<file path="config.mk">
export PLATFORM = sky130hd
export DESIGN_NAME = fetch_sequencer
export DESIGN_NICKNAME = d
export VERILOG_FILES = /design/src/rtl/fetch_sequencer.sv
export SDC_FILE = /design/constraint.sdc
export NUM_CORES = 1
export LEC_CHECK = 0
export CORE_UTILIZATION = 54
export CTS_BUF_LIST = sky130_fd_sc_hd__clkbuf_4
export CTS_CLUSTER_SIZE = 30
export DETAILED_ROUTE_END_ITERATION = 8
export GPL_TIMING_DRIVEN = 0
export PLACE_DENSITY = 0.95
export RECOVER_POWER = 50
export SLEW_MARGIN = 25
export SYNTH_ARGS = -nofsm -noshare
export SYNTH_HDL_FRONTEND = slang
export SYNTH_SLANG_ARGS = --single-unit
</file>
<file path="constraint.sdc">
create_clock -name clk -period 2.9 [get_ports clk]
set_input_delay 0.435 -clock clk [delete_from_list [all_inputs] [get_ports clk]]
set_output_delay 0.435 -clock clk [all_outputs]
set_load 0.05 [all_outputs]
</file>
<file path="src/rtl/fetch_sequencer.sv">
`default_nettype none
// ============================================================================
// Module      : fetch_sequencer
// Description : Instruction-fetch sequencer for the 5-stage RV32 pipeline.
//               Owns the fetch PC, drives a single-outstanding req/gnt/rvalid
//               instruction-memory port, applies Execute redirects, honours
//               Decode stalls and drives the IF/ID register with a valid bit.
// Ports       : clk, rst_n            - clock, synchronous active-low reset
//               PCSrcE, PCTargetE     - redirect request / target from Execute
//               StallD                - Decode stall (hold IF/ID)
//               imem_req, imem_addr   - fetch request / address
//               imem_gnt              - request accepted (req&gnt = handshake)
//               imem_rvalid, imem_rdata - response valid / instruction
//               InsD, PC_D, PC_4D, ValidD - IF/ID register contents
// Revision    : 1.0 - initial release
// ============================================================================
module fetch_sequencer #(
  parameter int                    ADDR_WIDTH = 32,
  parameter int                    DATA_WIDTH = 32,
  parameter logic [ADDR_WIDTH-1:0] RESET_PC   = '0,
  parameter logic [DATA_WIDTH-1:0] NOP_INSN   = 32'h0000_0013
) (
  input  logic                  clk,
  input  logic                  rst_n,
  input  logic                  PCSrcE,
  input  logic [ADDR_WIDTH-1:0] PCTargetE,
  input  logic                  StallD,
  output logic                  imem_req,
  output logic [ADDR_WIDTH-1:0] imem_addr,
  input  logic                  imem_gnt,
  input  logic                  imem_rvalid,
  input  logic [DATA_WIDTH-1:0] imem_rdata,
  output logic [DATA_WIDTH-1:0] InsD,
  output logic [ADDR_WIDTH-1:0] PC_D,
  output logic [ADDR_WIDTH-1:0] PC_4D,
  output logic                  ValidD
);

  typedef enum logic [1:0] {
    S_IDLE = 2'd0,
    S_REQ  = 2'd1,
    S_WAIT = 2'd2,
    S_HOLD = 2'd3
  } state_t;

  localparam logic [ADDR_WIDTH-1:0] c_pc_step = ADDR_WIDTH'(4);

  state_t                r_state;
  logic [ADDR_WIDTH-1:0] r_pc;
  logic                  r_kill;   // in-flight response belongs to a redirected-away path
  logic [DATA_WIDTH-1:0] r_buf;    // response parked while IF/ID is blocked

  logic                  w_can_load;
  logic [ADDR_WIDTH-1:0] w_pc_plus4;
  logic                  w_load_wait;
  logic                  w_load_hold;
  logic                  w_load;
  logic [DATA_WIDTH-1:0] w_load_data;

  // Request and address come straight from flops, so they are glitch-free.
  assign imem_req  = (r_state == S_REQ);
  assign imem_addr = r_pc;

  // A bubble in IF/ID may be overwritten even while Decode is stalled.
  assign w_can_load  = !StallD || !ValidD;
  assign w_pc_plus4  = r_pc + c_pc_step;
  assign w_load_wait = (r_state == S_WAIT) && imem_rvalid && !r_kill && !PCSrcE && w_can_load;
  assign w_load_hold = (r_state == S_HOLD) && !PCSrcE && w_can_load;
  assign w_load      = w_load_wait || w_load_hold;
  assign w_load_data = (r_state == S_HOLD) ? r_buf : imem_rdata;

  always_ff @(posedge clk) begin
    if (!rst_n) begin
      r_state <= S_IDLE;
      r_pc    <= RESET_PC;
      r_kill  <= 1'b0;
      r_buf   <= NOP_INSN;
      InsD    <= NOP_INSN;
      PC_D    <= '0;
      PC_4D   <= '0;
      ValidD  <= 1'b0;
    end else begin
      // ---------------- fetch control ----------------
      case (r_state)
        S_IDLE: r_state <= S_REQ;
        S_REQ: begin
          // No handshake yet, so the address may still move on a redirect.
          if (PCSrcE) r_pc <= PCTargetE;
          if (imem_gnt) begin
            r_state <= S_WAIT;
            r_kill  <= PCSrcE;
          end
        end
        S_WAIT: begin
          if (PCSrcE) r_pc <= PCTargetE;
          if (imem_rvalid) begin
            r_kill <= 1'b0;
            if (r_kill || PCSrcE) begin
              r_state <= S_REQ;
            end else if (w_can_load) begin
              r_pc    <= w_pc_plus4;
              r_state <= S_REQ;
            end else begin
              r_buf   <= imem_rdata;
              r_state <= S_HOLD;
            end
          end else if (PCSrcE) begin
            r_kill <= 1'b1;
          end
        end
        S_HOLD: begin
          if (PCSrcE) begin
            r_pc    <= PCTargetE;
            r_state <= S_REQ;
          end else if (w_can_load) begin
            r_pc    <= w_pc_plus4;
            r_state <= S_REQ;
          end
        end
        default: r_state <= S_IDLE;
      endcase

      // ---------------- IF/ID register ----------------
      // Redirect flush wins over both a load and a Decode stall.
      if (PCSrcE) begin
        ValidD <= 1'b0;
        InsD   <= NOP_INSN;
      end else if (w_load) begin
        InsD   <= w_load_data;
        PC_D   <= r_pc;
        PC_4D  <= w_pc_plus4;
        ValidD <= 1'b1;
      end else if (!(StallD && ValidD)) begin
        ValidD <= 1'b0;
        InsD   <= NOP_INSN;
      end
    end
  end

`ifndef SYNTHESIS
  // Once raised, a request stays up with a stable address until accepted,
  // unless a redirect moves it before the handshake. Responses arriving
  // outside WAIT are tolerated and dropped (stale data after a reset).
  a_req_stable : assert property (@(posedge clk)
    (rst_n && imem_req && !imem_gnt && !PCSrcE) |=> (imem_req && $stable(imem_addr)));
`endif

endmodule
`default_nettype wire
</file>
==> out/qor.txt <==
status: completed
Seq/Total Area, Yosys: 43.37%
die footprint: 0.01432 mm^2
post-route ant nets: 0
final wirelength: 24.78 mm
Crit Path Max Fanout: 10
Cell Pwr Density: 462.8 mW/mm^2
slew margin rel.: 34.67%
DP HPWL: 17.96 mm
Critical Path AT: 3150 ps
DRC Markers: 0
Mapped Cells: 916
maximum number of pins on one net before global-route repair: 17
gr usage total: 34.68%
CTS resizes: 0
CP startpoint kind: register
Final Skew: 16.69 ps
post-synthesis register bit count: 162
count of cell types in the netlist: 70
Final Max Slew Viols: 0
CTS H-tree depth: 4
slowest stage cell on the critical path: buf_1
net switching power: 0.001410 W
kind of critical path: register to register
CTS Hold Bufs: 0
Final TNS setup: 0 ps
synthesized area: 0.007478 mm^2
Die Width: 119.7 um
top cell type's share of synthesized area: 43.37%
worst slew pin tran: 970.9 ps
Pre-antenna DRT Iters: 5
Leakage: 3.611 nW
Worst-path clk slew: 130 ps
vias in the first global route: 7458
Cells after DPL: 1289
Core ar.: 0.01340 mm^2
critical path's top delay family: simple AND/OR/NAND/NOR gates
Logic pwr share: 18.0%
async set-reset flop share out of synthesis: 0%
Max Fclk: 381.7 MHz
wire length of the first global-routing pass: 38.63 mm
layout cell share with drive strength beyond 1: 6.550%
mean post-synth cell area: 8.164 um^2
# port buffers: 197
VDD IR max: 0.0002864 V
clk sinks: 162
final period utilization: 90.34%
Worst-Skew Late Latency: 600 ps
vias: 8011
CTS Buf Count: 17
drt wl/cell: 18.76 um
maxcap violations: 0
fin crit period: 2620 ps
# setup viols final: 0
clock power share: 30.8%
Hold WC Path Type: primary input to register
unrepaired setup endpoints after global routing: no
# diodes: 0
synthesis-to-finish area growth: 32.68%
Initial DRC Count: 1040
vias per cell: 6.064
layout net count: 1207
Buf/Inv on CP: 2
Synth Net Count: 991
CTS tree: yes
Post-synth EDFFs: 0
sw frac: 30.70%
Cell Int Power: 0.003182 W
initial antenna violation count: 0
grt total ovfl: 0
Synth warnings: 0
buffer count from post-CTS setup fixing: 0
site row count: 42
sequential share of power: 51.2%
prevailing post-synth register cell: dfxtp_1
Clock Tree Root: clkbuf_4
IO Pins: 200
slowest stage delay, CP: 590 ps
gp weighted congestion: 0.9382
final hold vios: 0
Chip Height: 119.7 um
Initial Utilization: 55.81%
Crit path required time: 3430 ps
clock tree buffer depth: 2
biggest area consumer among synthesized cells: dfxtp_1
Non-Filler Instances: 1321
cells along the critical path: inv_1 -> ha_1 -> nor3b_1 -> a31oi_4 -> nor2_4 -> buf_1 -> nand2_1 -> a21oi_1
fillers: 1021
nature of the critical path endpoint: register
top post-synthesis cells by area: dfxtp_1 (43%), a21oi_1 (8.6%), nand2_1 (7.7%)
==> sequential cells by signal (all words and copies together) (netlist names) <==
signal     flops
InsD          32
PC_4D         30
PC_D          32
ValidD         1
imem_addr     32
r_buf         32
r_kill         1
r_state        2
==> metrics by stage <==
step                hold slack, ps  util [%]  area (um^2)  setup WS (ps)  total power [W]
floorplan                    436.0         -         7478          714.2         0.002880
global placement             440.8     72.17         9671          352.2         0.003199
detailed placement           445.3     72.17         9671          305.5         0.003215
CTS                          313.7     74.29         9955          288.7         0.004576
global route                 401.6     74.04         9922          130.4         0.004726
finish                       389.1     74.04         9922          280.1         0.004592
==> cell usage in the layout (no fill, tap or decap), types with 4 or more instances in the layout <==
master           Yosys  routed
nand4_1             11      11
clkdlybuf4s50_1      0      99
xor2_1              15      15
and4_1               4       4
buf_1                6       6
and3_1               4       4
and2_1               8       7
a31oi_1             10      10
a21oi_1            128     128
nor3_1              47      47
clkbuf_4             0      19
nand3_1             23      23
a221oi_1             4       4
o21ai_0             40      40
nor2_1              68      68
clkinv_1             0       4
clkbuf_1            41      48
nand2_1            154     154
a211oi_1            19      19
clkinv_2             0       4
dfxtp_1            162     162
buf_6                8       6
o22ai_1              5       5
a22oi_1              6       6
xnor2_1             10      10
inv_1               11      11
dlygate4sd3_1        0      98
ha_1                 5       5
buf_2               19      14
mux2i_1             34      34
buf_4                8       8
==> power by group through the flow <==
| stage | sequential (W) | clock (W) | combinational, W |
|---|---|---|---|
| final | 0.00235 | 0.00141 | 0.000829 |
| after global routing | 0.00235 | 0.00150 | 0.000872 |
| after CTS | 0.00235 | 0.00141 | 0.000824 |
| after detailed placement | 0.00240 | 0 | 0.000819 |
| after global placement | 0.00239 | 0 | 0.000806 |
| after floorplan | 0.00254 | 0 | 0.000342 |
==> tightest hold or removal path, stage by stage <==
cell and delay [ps]:
clkdlybuf4s50_1 420, nand2_1 60, a21oi_1 50
==> layout make-up <==
cell class / instances / area (um^2) / share of cell area [%]
Buffer: 84 / 417.9 / 4.212
Clock buffer: 19 / 142.6 / 1.438
Clock inverter: 13 / 141.4 / 1.425
Inverter: 11 / 41.29 / 0.4161
Multi-Input combinational cell: 659 / 3744 / 37.73
Sequential cell: 162 / 3243 / 32.69
Tap cell: 176 / 220.2 / 2.219
Timing Repair Buffer: 197 / 1972 / 19.87
==> Yosys cell counts, drive strengths merged (6+ instances only) <==
cell type	number
dfxtp	162
nand2	154
a21oi	129
nor2	70
nor3	47
clkbuf	42
buf	41
o21ai	41
mux2i	34
nand3	23
a211oi	19
xor2	15
nand4	14
a31oi	11
inv	11
and2	10
xnor2	10
and4	7
a22oi	6
==> metal layers <==
layer  track usage [%]  part of all wire, %  wire (um)
met2             57.19                   47      11590
met3             10.65                   12       3009
met5                 0                    0          0
met1             40.74                   37       9122
met4             17.19                  4.3       1065
==> logic make-up (layout without fill, tap and decap cells) <==
logic type                 Yosys count  count (layout)  share of synthesized area, %
DFF                                162             162                         43.37
xor gates and xnor gates            25              25                         2.928
muxes                               34              34                         4.551
and+or+nand+nor                    347             347                         21.80
adders and majority gates            5               5                        0.8365
AOI/OAI and AO/OA                  248             248                         20.09
buffers and inverters               95             324                         6.425
==> path summary, 6_finish.rpt <==
path / startpoint / to / slack [ps] / cells past startpoint
max: r_state[0]$_SDFFE_PN0P_ / PC_4D[3]$_SDFFE_PN0P_ / 280 / 8
min reg2reg: PC_D[22]$_SDFFE_PN0P_ / PC_D[22]$_SDFFE_PN0P_ / 460 / 2
max reg2reg: r_state[0]$_SDFFE_PN0P_ / PC_4D[3]$_SDFFE_PN0P_ / 280 / 8
min: imem_rdata[25] / r_buf[25]$_SDFFE_PN0P_ / 390 / 3
No activity file was read; power rests on OpenSTA's default activity.
